### src/rtl/nibble_serial_subtractor_16_pkg.sv
// Shared sizing constants and FSM encoding for the nibble-serial subtractor.
package nibble_serial_subtractor_16_pkg;
  localparam int WIDTH   = 16;
  localparam int SLICE   = 4;
  localparam int NIBBLES = WIDTH / SLICE;

  typedef enum logic [1:0] {
    IDLE = 2'd0,
    RUN  = 2'd1,
    DONE = 2'd2
  } state_e;
endpackage

### src/rtl/nibble_serial_subtractor_16_sub_slice_4bit.sv
// Combinational 4-bit carry-look-ahead slice: sum = a + ~b + cin.
module sub_slice_4bit (
  input  logic [3:0] a,
  input  logic [3:0] b,
  input  logic       cin,
  output logic [3:0] sum,
  output logic       cout
);
  logic [3:0] w_bn, w_g, w_p;
  logic [4:0] w_c;

  assign w_bn = ~b;
  assign w_g  = a & w_bn;
  assign w_p  = a ^ w_bn;

  // Flat look-ahead carries, no ripple between bit positions
  assign w_c[0] = cin;
  assign w_c[1] = w_g[0] | (w_p[0] & cin);
  assign w_c[2] = w_g[1] | (w_p[1] & w_g[0]) | (w_p[1] & w_p[0] & cin);
  assign w_c[3] = w_g[2] | (w_p[2] & w_g[1]) | (w_p[2] & w_p[1] & w_g[0])
                | (w_p[2] & w_p[1] & w_p[0] & cin);
  assign w_c[4] = w_g[3] | (w_p[3] & w_g[2]) | (w_p[3] & w_p[2] & w_g[1])
                | (w_p[3] & w_p[2] & w_p[1] & w_g[0])
                | (w_p[3] & w_p[2] & w_p[1] & w_p[0] & cin);

  assign sum  = w_p ^ w_c[3:0];
  assign cout = w_c[4];
endmodule

### src/rtl/nibble_serial_subtractor_16.sv
// 16-bit subtractor computing a - b - bin one nibble per cycle, LSB first,
// with a valid/ready handshake on both sides and one transaction in flight.
module nibble_serial_subtractor_16
  import nibble_serial_subtractor_16_pkg::*;
#(
  parameter int WIDTH = nibble_serial_subtractor_16_pkg::WIDTH,
  parameter int SLICE = nibble_serial_subtractor_16_pkg::SLICE
) (
  input  logic             clk,
  input  logic             rst,
  input  logic             in_valid,
  output logic             in_ready,
  input  logic [WIDTH-1:0] a,
  input  logic [WIDTH-1:0] b,
  input  logic             bin,
  output logic             out_valid,
  input  logic             out_ready,
  output logic [WIDTH-1:0] diff,
  output logic             bout,
  output logic             ovf,
  output logic             zero
);
  localparam logic [1:0] LAST = 2'(NIBBLES - 1);

  state_e           r_state, w_state_nxt;
  logic [WIDTH-1:0] r_a, r_b, r_diff;
  logic             r_a_msb, r_b_msb;
  logic             r_carry;
  logic [1:0]       r_cnt;
  logic             r_bout, r_ovf, r_zero;

  logic [SLICE-1:0] w_sum;
  logic             w_cout;
  logic [WIDTH-1:0] w_diff_nxt;

  sub_slice_4bit u_slice (
    .a    (r_a[SLICE-1:0]),
    .b    (r_b[SLICE-1:0]),
    .cin  (r_carry),
    .sum  (w_sum),
    .cout (w_cout)
  );

  // New nibble enters at the top so after the last step diff is in place
  assign w_diff_nxt = {w_sum, r_diff[WIDTH-1:SLICE]};

  always_ff @(posedge clk) begin
    if (rst) r_state <= IDLE;
    else     r_state <= w_state_nxt;
  end

  always_comb begin
    w_state_nxt = r_state;
    unique case (r_state)
      IDLE:    if (in_valid)       w_state_nxt = RUN;
      RUN:     if (r_cnt == LAST)  w_state_nxt = DONE;
      DONE:    if (out_ready)      w_state_nxt = IDLE;
      default:                     w_state_nxt = IDLE;
    endcase
  end

  always_comb begin
    in_ready  = (r_state == IDLE);
    out_valid = (r_state == DONE);
  end

  always_ff @(posedge clk) begin
    if (rst) begin
      r_a     <= '0;
      r_b     <= '0;
      r_diff  <= '0;
      r_a_msb <= 1'b0;
      r_b_msb <= 1'b0;
      r_carry <= 1'b0;
      r_cnt   <= 2'd0;
      r_bout  <= 1'b0;
      r_ovf   <= 1'b0;
      r_zero  <= 1'b0;
    end else if (r_state == IDLE && in_valid) begin
      r_a     <= a;
      r_b     <= b;
      r_a_msb <= a[WIDTH-1];
      r_b_msb <= b[WIDTH-1];
      r_carry <= ~bin;
      r_cnt   <= 2'd0;
    end else if (r_state == RUN) begin
      r_a     <= r_a >> SLICE;
      r_b     <= r_b >> SLICE;
      r_diff  <= w_diff_nxt;
      r_carry <= w_cout;
      r_cnt   <= r_cnt + 2'd1;
      if (r_cnt == LAST) begin
        r_bout <= ~w_cout;
        r_ovf  <= (r_a_msb != r_b_msb) && (w_sum[SLICE-1] != r_a_msb);
        r_zero <= (w_diff_nxt == '0);
      end
    end
  end

  assign diff = r_diff;
  assign bout = r_bout;
  assign ovf  = r_ovf;
  assign zero = r_zero;
endmodule

### config.mk
export PLATFORM = sky130hd
export DESIGN_NAME = nibble_serial_subtractor_16
export DESIGN_NICKNAME = d
export VERILOG_FILES = /design/src/rtl/nibble_serial_subtractor_16_pkg.sv /design/src/rtl/nibble_serial_subtractor_16_sub_slice_4bit.sv /design/src/rtl/nibble_serial_subtractor_16.sv
export SDC_FILE = /design/constraint.sdc
export NUM_CORES = 1
export LEC_CHECK = 0
export ABC_AREA = 1
export ABC_CLOCK_PERIOD_IN_PS = 1700
export CAP_MARGIN = 40
export CORE_ASPECT_RATIO = 0.8
export CORE_MARGIN = 2
export CORE_UTILIZATION = 49
export DETAILED_ROUTE_END_ITERATION = 12
export GPL_ROUTABILITY_DRIVEN = 0
export GPL_TIMING_DRIVEN = 0
export PLACE_DENSITY = 0.79
export SLEW_MARGIN = 15
export SYNTH_ARGS = -nofsm -noshare
export SYNTH_HDL_FRONTEND = slang
export SYNTH_SLANG_ARGS = --single-unit
### constraint.sdc
create_clock -name clk -period 1.7 [get_ports clk]
set_input_delay 0.34 -clock clk [delete_from_list [all_inputs] [get_ports clk]]
set_output_delay 0.34 -clock clk [all_outputs]
set_load 0.02 [all_outputs]
Yosys cells after proc, flatten, opt, wreduce, memory -nomap -nowiden --
Cells that the tools add are included.
Cells by class: bitwise gates (word level) 33, multiplexer cells 10, add/subtract/negate cells 1, reductions and logical operators 9, eq/ne operators 8
Operator list (count):
- 16-bit two-way mux | 4
- 1-bit bitwise AND | 16
- 16-bit zero test | 1
- 1-bit bitwise OR | 10
- 4-bit bitwise XOR | 2
- 2-bit two-way mux | 3
- 2-bit case mux with 3 select lines | 1
- 3-bit AND reduction | 2
- 4-bit bitwise AND | 1
- 2-bit == test (second input constant) | 2
- 2-bit by 1-bit != test with 1-bit output (second input constant) | 2
- 4-bit NOT | 1
- 1-bit NOT | 3
- 2-bit by 1-bit adder with 2-bit output (second input constant) | 1
- 2-bit by 1-bit == test with 1-bit output (second input constant) | 1
- 1-bit logical AND | 2
- 2-bit zero test | 1
- 1-bit two-way mux | 2
- 1-bit != test | 2
- 2-bit != test (second input constant) | 1
- 2-bit AND reduction | 1
- 2-bit nonzero test | 1
- 2-bit OR reduction | 1
Storage, ports and cells: flip-flop bits (word level) 58, bits of input ports 37, logic and storage cells 72, output and inout port bits 21

Depth between registers and ports, before layout --
depth after elaboration 9, mapped depth 11, depth with buffers taken out 11

By module --
Synthesis repeated with hierarchy kept, for this count alone.
Unflattened totals: cells, all modules 335, area total of the unflattened synthesis 2431.1 sq um
Modules (own cells, without submodules):
- nibble_serial_subtractor_16 | cells each 301, sequential area each 1161.1 sq um, area each 2233.4 sq um, instances 1
- sub_slice_4bit | cells each 34, sequential area each 0.0 sq um, area each 197.7 sq um, instances 1

Worst setup path after synthesis --
No wires, ideal clock.
kind register -> register, start reg r_b[1], end reg r_carry, setup time 0.128 ns, data arrival time 1.290 ns, cell stages (with the launch flop) 11, required time 1.572 ns, path slack 0.282 ns, cell sequence dfxtp_1 > inv_1 > ha_1 > nand2_1 > nor2_1 > nor2_1 > nand2_1 > nand2_1 > nand2_1 > a21oi_1 > nor2_1
On the way: word-level cells in the longest chain between the ends 8
Ends and longest elaborated chain:
- start, declared | RTL line nibble_serial_subtractor_16.sv:26 | logic [WIDTH-1:0] r_a, r_b, r_diff;
- start signal, assigned | RTL line nibble_serial_subtractor_16.sv:88 | r_b <= r_b >> SLICE;
- 4-bit NOT (*) | RTL line nibble_serial_subtractor_16_sub_slice_4bit.sv:12 | assign w_bn = ~b;
- 4-bit bitwise AND or 4-bit bitwise XOR (tied branches) | RTL line nibble_serial_subtractor_16_sub_slice_4bit.sv:13, nibble_serial_subtractor_16_sub_slice_4bit.sv:14
- 1-bit bitwise AND, on equally long branches | RTL line nibble_serial_subtractor_16_sub_slice_4bit.sv:22, nibble_serial_subtractor_16_sub_slice_4bit.sv:23, nibble_serial_subtractor_16_sub_slice_4bit.sv:24
- 1-bit bitwise OR, or another cell as far along | RTL line nibble_serial_subtractor_16_sub_slice_4bit.sv:22 | assign w_c[4] = w_g[3] | (w_p[3] & w_g[2]) | (w_p[3] & w_p[2] & w_g[1])
- 1-bit bitwise OR or 1-bit bitwise AND (tied branches) | RTL line nibble_serial_subtractor_16_sub_slice_4bit.sv:23, nibble_serial_subtractor_16_sub_slice_4bit.sv:24
- 1-bit bitwise OR (*) | RTL line nibble_serial_subtractor_16_sub_slice_4bit.sv:24 | | (w_p[3] & w_p[2] & w_p[1] & w_p[0] & cin);
- 1-bit two-way mux (*) | RTL line nibble_serial_subtractor_16.sv:86 | end else if (r_state == RUN) begin
- 1-bit two-way mux (*) | RTL line nibble_serial_subtractor_16.sv:79 | end else if (r_state == IDLE && in_valid) begin
- end signal, assigned | RTL line nibble_serial_subtractor_16.sv:84 | r_carry <= ~bin;
- end signal, assigned | RTL line nibble_serial_subtractor_16.sv:90 | r_carry <= w_cout;
- end, declared | RTL line nibble_serial_subtractor_16.sv:28 | logic r_carry;
Mark *: on every way between the ends. The rest lies on a longest branch, timed or not. The select of a mux whose other input is x is not followed. A chain may end at the register's enable or synchronous reset.

Worst setup path in the final report --
start reg r_diff[11] (netlist: diff[11]), end out diff[11]
RTL lines:
- start, declared | RTL line nibble_serial_subtractor_16.sv:26
- start signal, assigned | RTL line nibble_serial_subtractor_16.sv:89 | r_diff <= w_diff_nxt;
- end, declared | RTL line nibble_serial_subtractor_16.sv:18 | output logic [WIDTH-1:0] diff,
No word-level cell between the ends.

==> reports/summary.txt <==
Outcome: completed
Die ar.: 5633 um2
Placed cell area: 3110 um2
Die Wd: 83.42 um
Sw frac: 28.84%
Cell area after synthesis: 2472 um2
FF-to-FF Start: r_b[1]
WL final: 6154 um
Worst path arrival time: 1.32 ns
PortBufs: 56
Seq pwr share: 46.4%
Largest net degree at the start of global routing: 11
Crit path required time: 1.36 ns
Final Slew Violations: 0
H-tree lvl count: 3
Max incr delay on CP: 0.62 ns
Most frequent cell after synthesis: nand2_1
Switching power: 950.1 uW
Area grow syn2layout: 34.72%
Comb power frac: 20.0%
Final period util: 97.70%
Syn_area_per_cell: 7.187 um2
DR iter-0 viols: 113
RSZ-0062 raised after global routing: no
VDD IR-drop max: 0.0006671 V
Most used DFF post-synth: dfxtp_1
Largest cells by area after synthesis: dfxtp_1 (47%), nand2_1 (17%), nor2_1 (7.0%)
Max Cap Viol: 0
Adder-Cell Fraction of Synth Area: 3.340%
WL per Instance: 12.87 um
Worst Skew: 0.006985 ns
Reg2Reg Setup Slack: 0.13 ns
CP delay by family, top: buffers and inverters
Clock Path Buffers: 2
Max Fanout on Critical Path: 4
Hold-fix buffers at CTS: 0
Worst skew pair latency: 0.34 ns
Power Internal: 2344 uW
Gr ovfl total: 0
Post-DRT Antenna Nets: 0
Critical Path End Type: output pin
R2R Path End: diff[15]
NumNets Final: 455
Rows: 23
Initial antenna violation count: 0
Dpl hpwl: 4427 um
Crit Path Category: reg2out
Crit path buffers/inverters: 1
Cells after Synth: 344
Core area: 4921 um2
FF-to-FF path depth: 11
First-pass GRT wire length: 9798 um
Commonest cells post-synth: nand2_1 (110), dfxtp_1 (58), nor2_1 (46)
Worst setup path start: diff[11]
Critical path destination: diff[11]
Element type at the critical path start: flip-flop
Syn Nets: 387
Worst Hold Class: in2reg
Synth Register Bits: 58
Worst-path cell chain: clkdlybuf4s50_1
Sequential cell area fraction in the yosys report: 46.96%
Pwr dens: 989.1 nW/um2
Mux contribution to synthesized area: 0%
Clk sink count: 58
Drc violations: 0
Number of flops mapped to enable cells by yosys: 0
Max-Slew Margin vs Limit: 64.69%
Worst path depth: 1
Final hold violation count: 0
CTS buffer count: 9
Die Y: 67.54 um
Async SR Flop Fraction: 0%
Clock power share: 33.6%
IO Pins: 58
Clk slew on worst S/H paths: 0.06 ns
DRT Pass-1 Iters: 4
Total number of vias: 2433
Setup TNS: 0 ns
Synth warnings: 0
Root buffer cell: clkbuf_8
Initial core utilization: 50.24%
Achievable Freq: 602.1 MHz
Global-route usage over all layers: 22.58%
Worst slew pin tran: 0.5296 ns
Via-to-Cell Ratio: 5.090
Yosys top cell by area: dfxtp_1
CP max stage cell: clkdlybuf4s50_1
Final Critical Period: 1.661 ns
Xor/xnor share of the synthesized area: 0.3543%
Largest family of logic cells by synthesized area: simple AND/OR/NAND/NOR gates
TritonCTS clock tree: done
Number of global-route vias before repair: 2138
Synth unique cells: 23
Synth Area in Simple Gates: 27.73%
# setup viols final: 0
N_diodes: 0
Layout cells sized above 1: 11.06%
Final instance area: 3331 um2
Synth Area in Compound Gates: 13.87%
Yosys top cell area share: 46.96%
Static Leak: 0.001456 uW
[through the flow]
| step | cells | setup slack (ns) | power [uW] | hold slack, ns | utilization [%] |
|---|---|---|---|---|---|
| final | 478 | 0.03913 | 3294 | 0.3885 | 67.68 |
| after global routing | 478 | 0.002254 | 3455 | 0.4370 | 67.68 |
| after CTS | 477 | 0.005666 | 3281 | 0.3870 | 66.54 |
| after detailed placement | 462 | 0.02635 | 2193 | 0.4522 | 63.21 |
| after global placement | 462 | 0.07159 | 2180 | 0.4503 | 63.21 |
| after floorplan | 344 | 0.2821 | 1924 | 0.4401 | - |
[per-layer routing]
metal	wire (um)	vias up	share of wire [%]	global-route usage (%)
li1	-	1239	-	-
met1	2963	1110	48	31.20
met2	2705	73	44	32.86
met3	410	11	6.7	8.191
met4	75	0	1.2	7.661
met5	0	-	0	0
[worst min-delay path by stage]
| stage | start | to | cells after the start |
|---|---|---|---|
| 6_report | rst | r_a[6] | 2 |
| 2_1_floorplan | r_a[12] | r_a[12] | 2 |
| 4_1_cts | rst | r_a[6] | 2 |
| 5_1_grt | rst | r_a[8] | 2 |
| 3_3_place_gp | r_a[13] | r_a[13] | 2 |
| 3_5_place_dp | r_b[14] | r_b[14] | 2 |
[cell usage in the layout, fill, tap and decap left out, drive strengths merged]
cell type,instances
nand2,113
dfxtp,58
nor2,49
clkdlybuf4s50,45
inv,25
o21ai,24
a31oi,22
clkbuf,18
a21oi,14
buf,13
nand3,10
dlymetal6s2s,6
dlygate4sd2,5
ha,5
clkinv,3
nand4,1
o21a,1
or2,1
xor2,1
o211ai,1
fa,1
[sequential cells by signal, indices dropped and copies added, names as in the netlist]
name     count
bout         1
diff        16
ovf          1
r_a         16
r_a_msb      1
r_b         16
r_b_msb      1
r_carry      1
r_cnt        2
r_state      2
zero         1
[power groups by stage]
stage / clock network, uW / registers (uW) / logic (uW)
2_1_floorplan: 0 / 1580 / 342
3_3_place_gp: 0 / 1550 / 627
3_5_place_dp: 0 / 1550 / 639
4_1_cts: 1120 / 1530 / 637
5_1_grt: 1190 / 1540 / 725
6_report: 1110 / 1530 / 658
[layout make-up]
class                   instances  area [um2]
clock inverters                 3       15.01
fillers                       441        1590
inverters                      25       93.84
plain buffers                  18       97.59
well taps                      62       77.57
multi-input cells             243        1150
clock buffers                  12       155.1
repair buffers                 57       576.8
flip-flops and latches         58        1165
[worst reg2reg max path: cells and delay by family (launching register included)]
kind | cells | cell delay, ns
AOI/OAI and AO/OA | 1 | 0.08
buffers and inverters | 2 | 0.13
DFF | 1 | 0.34
and+or+nand+nor | 7 | 0.61
adders and majority gates | 1 | 0.30
[what timing repair did]
item / CTS / global route
resized for setup: 5 / 15
pin swaps: 0 / 1
buffers inserted: 0 / 1
endpoints found under the setup margin: 5 / 10
cloned: 0 / 0
[cell families (layout without fill, tap and decap cells)]
group / after synthesis / count (layout)
AO/OA/AOI/OAI: 62 / 62
buffers and inverters: 43 / 115
AND/OR/NAND/NOR: 174 / 174
adder cells (fa/ha/maj): 6 / 6
XOR/XNOR: 1 / 1
flip-flops: 58 / 58
No activity file was read; power rests on OpenSTA's default activity.
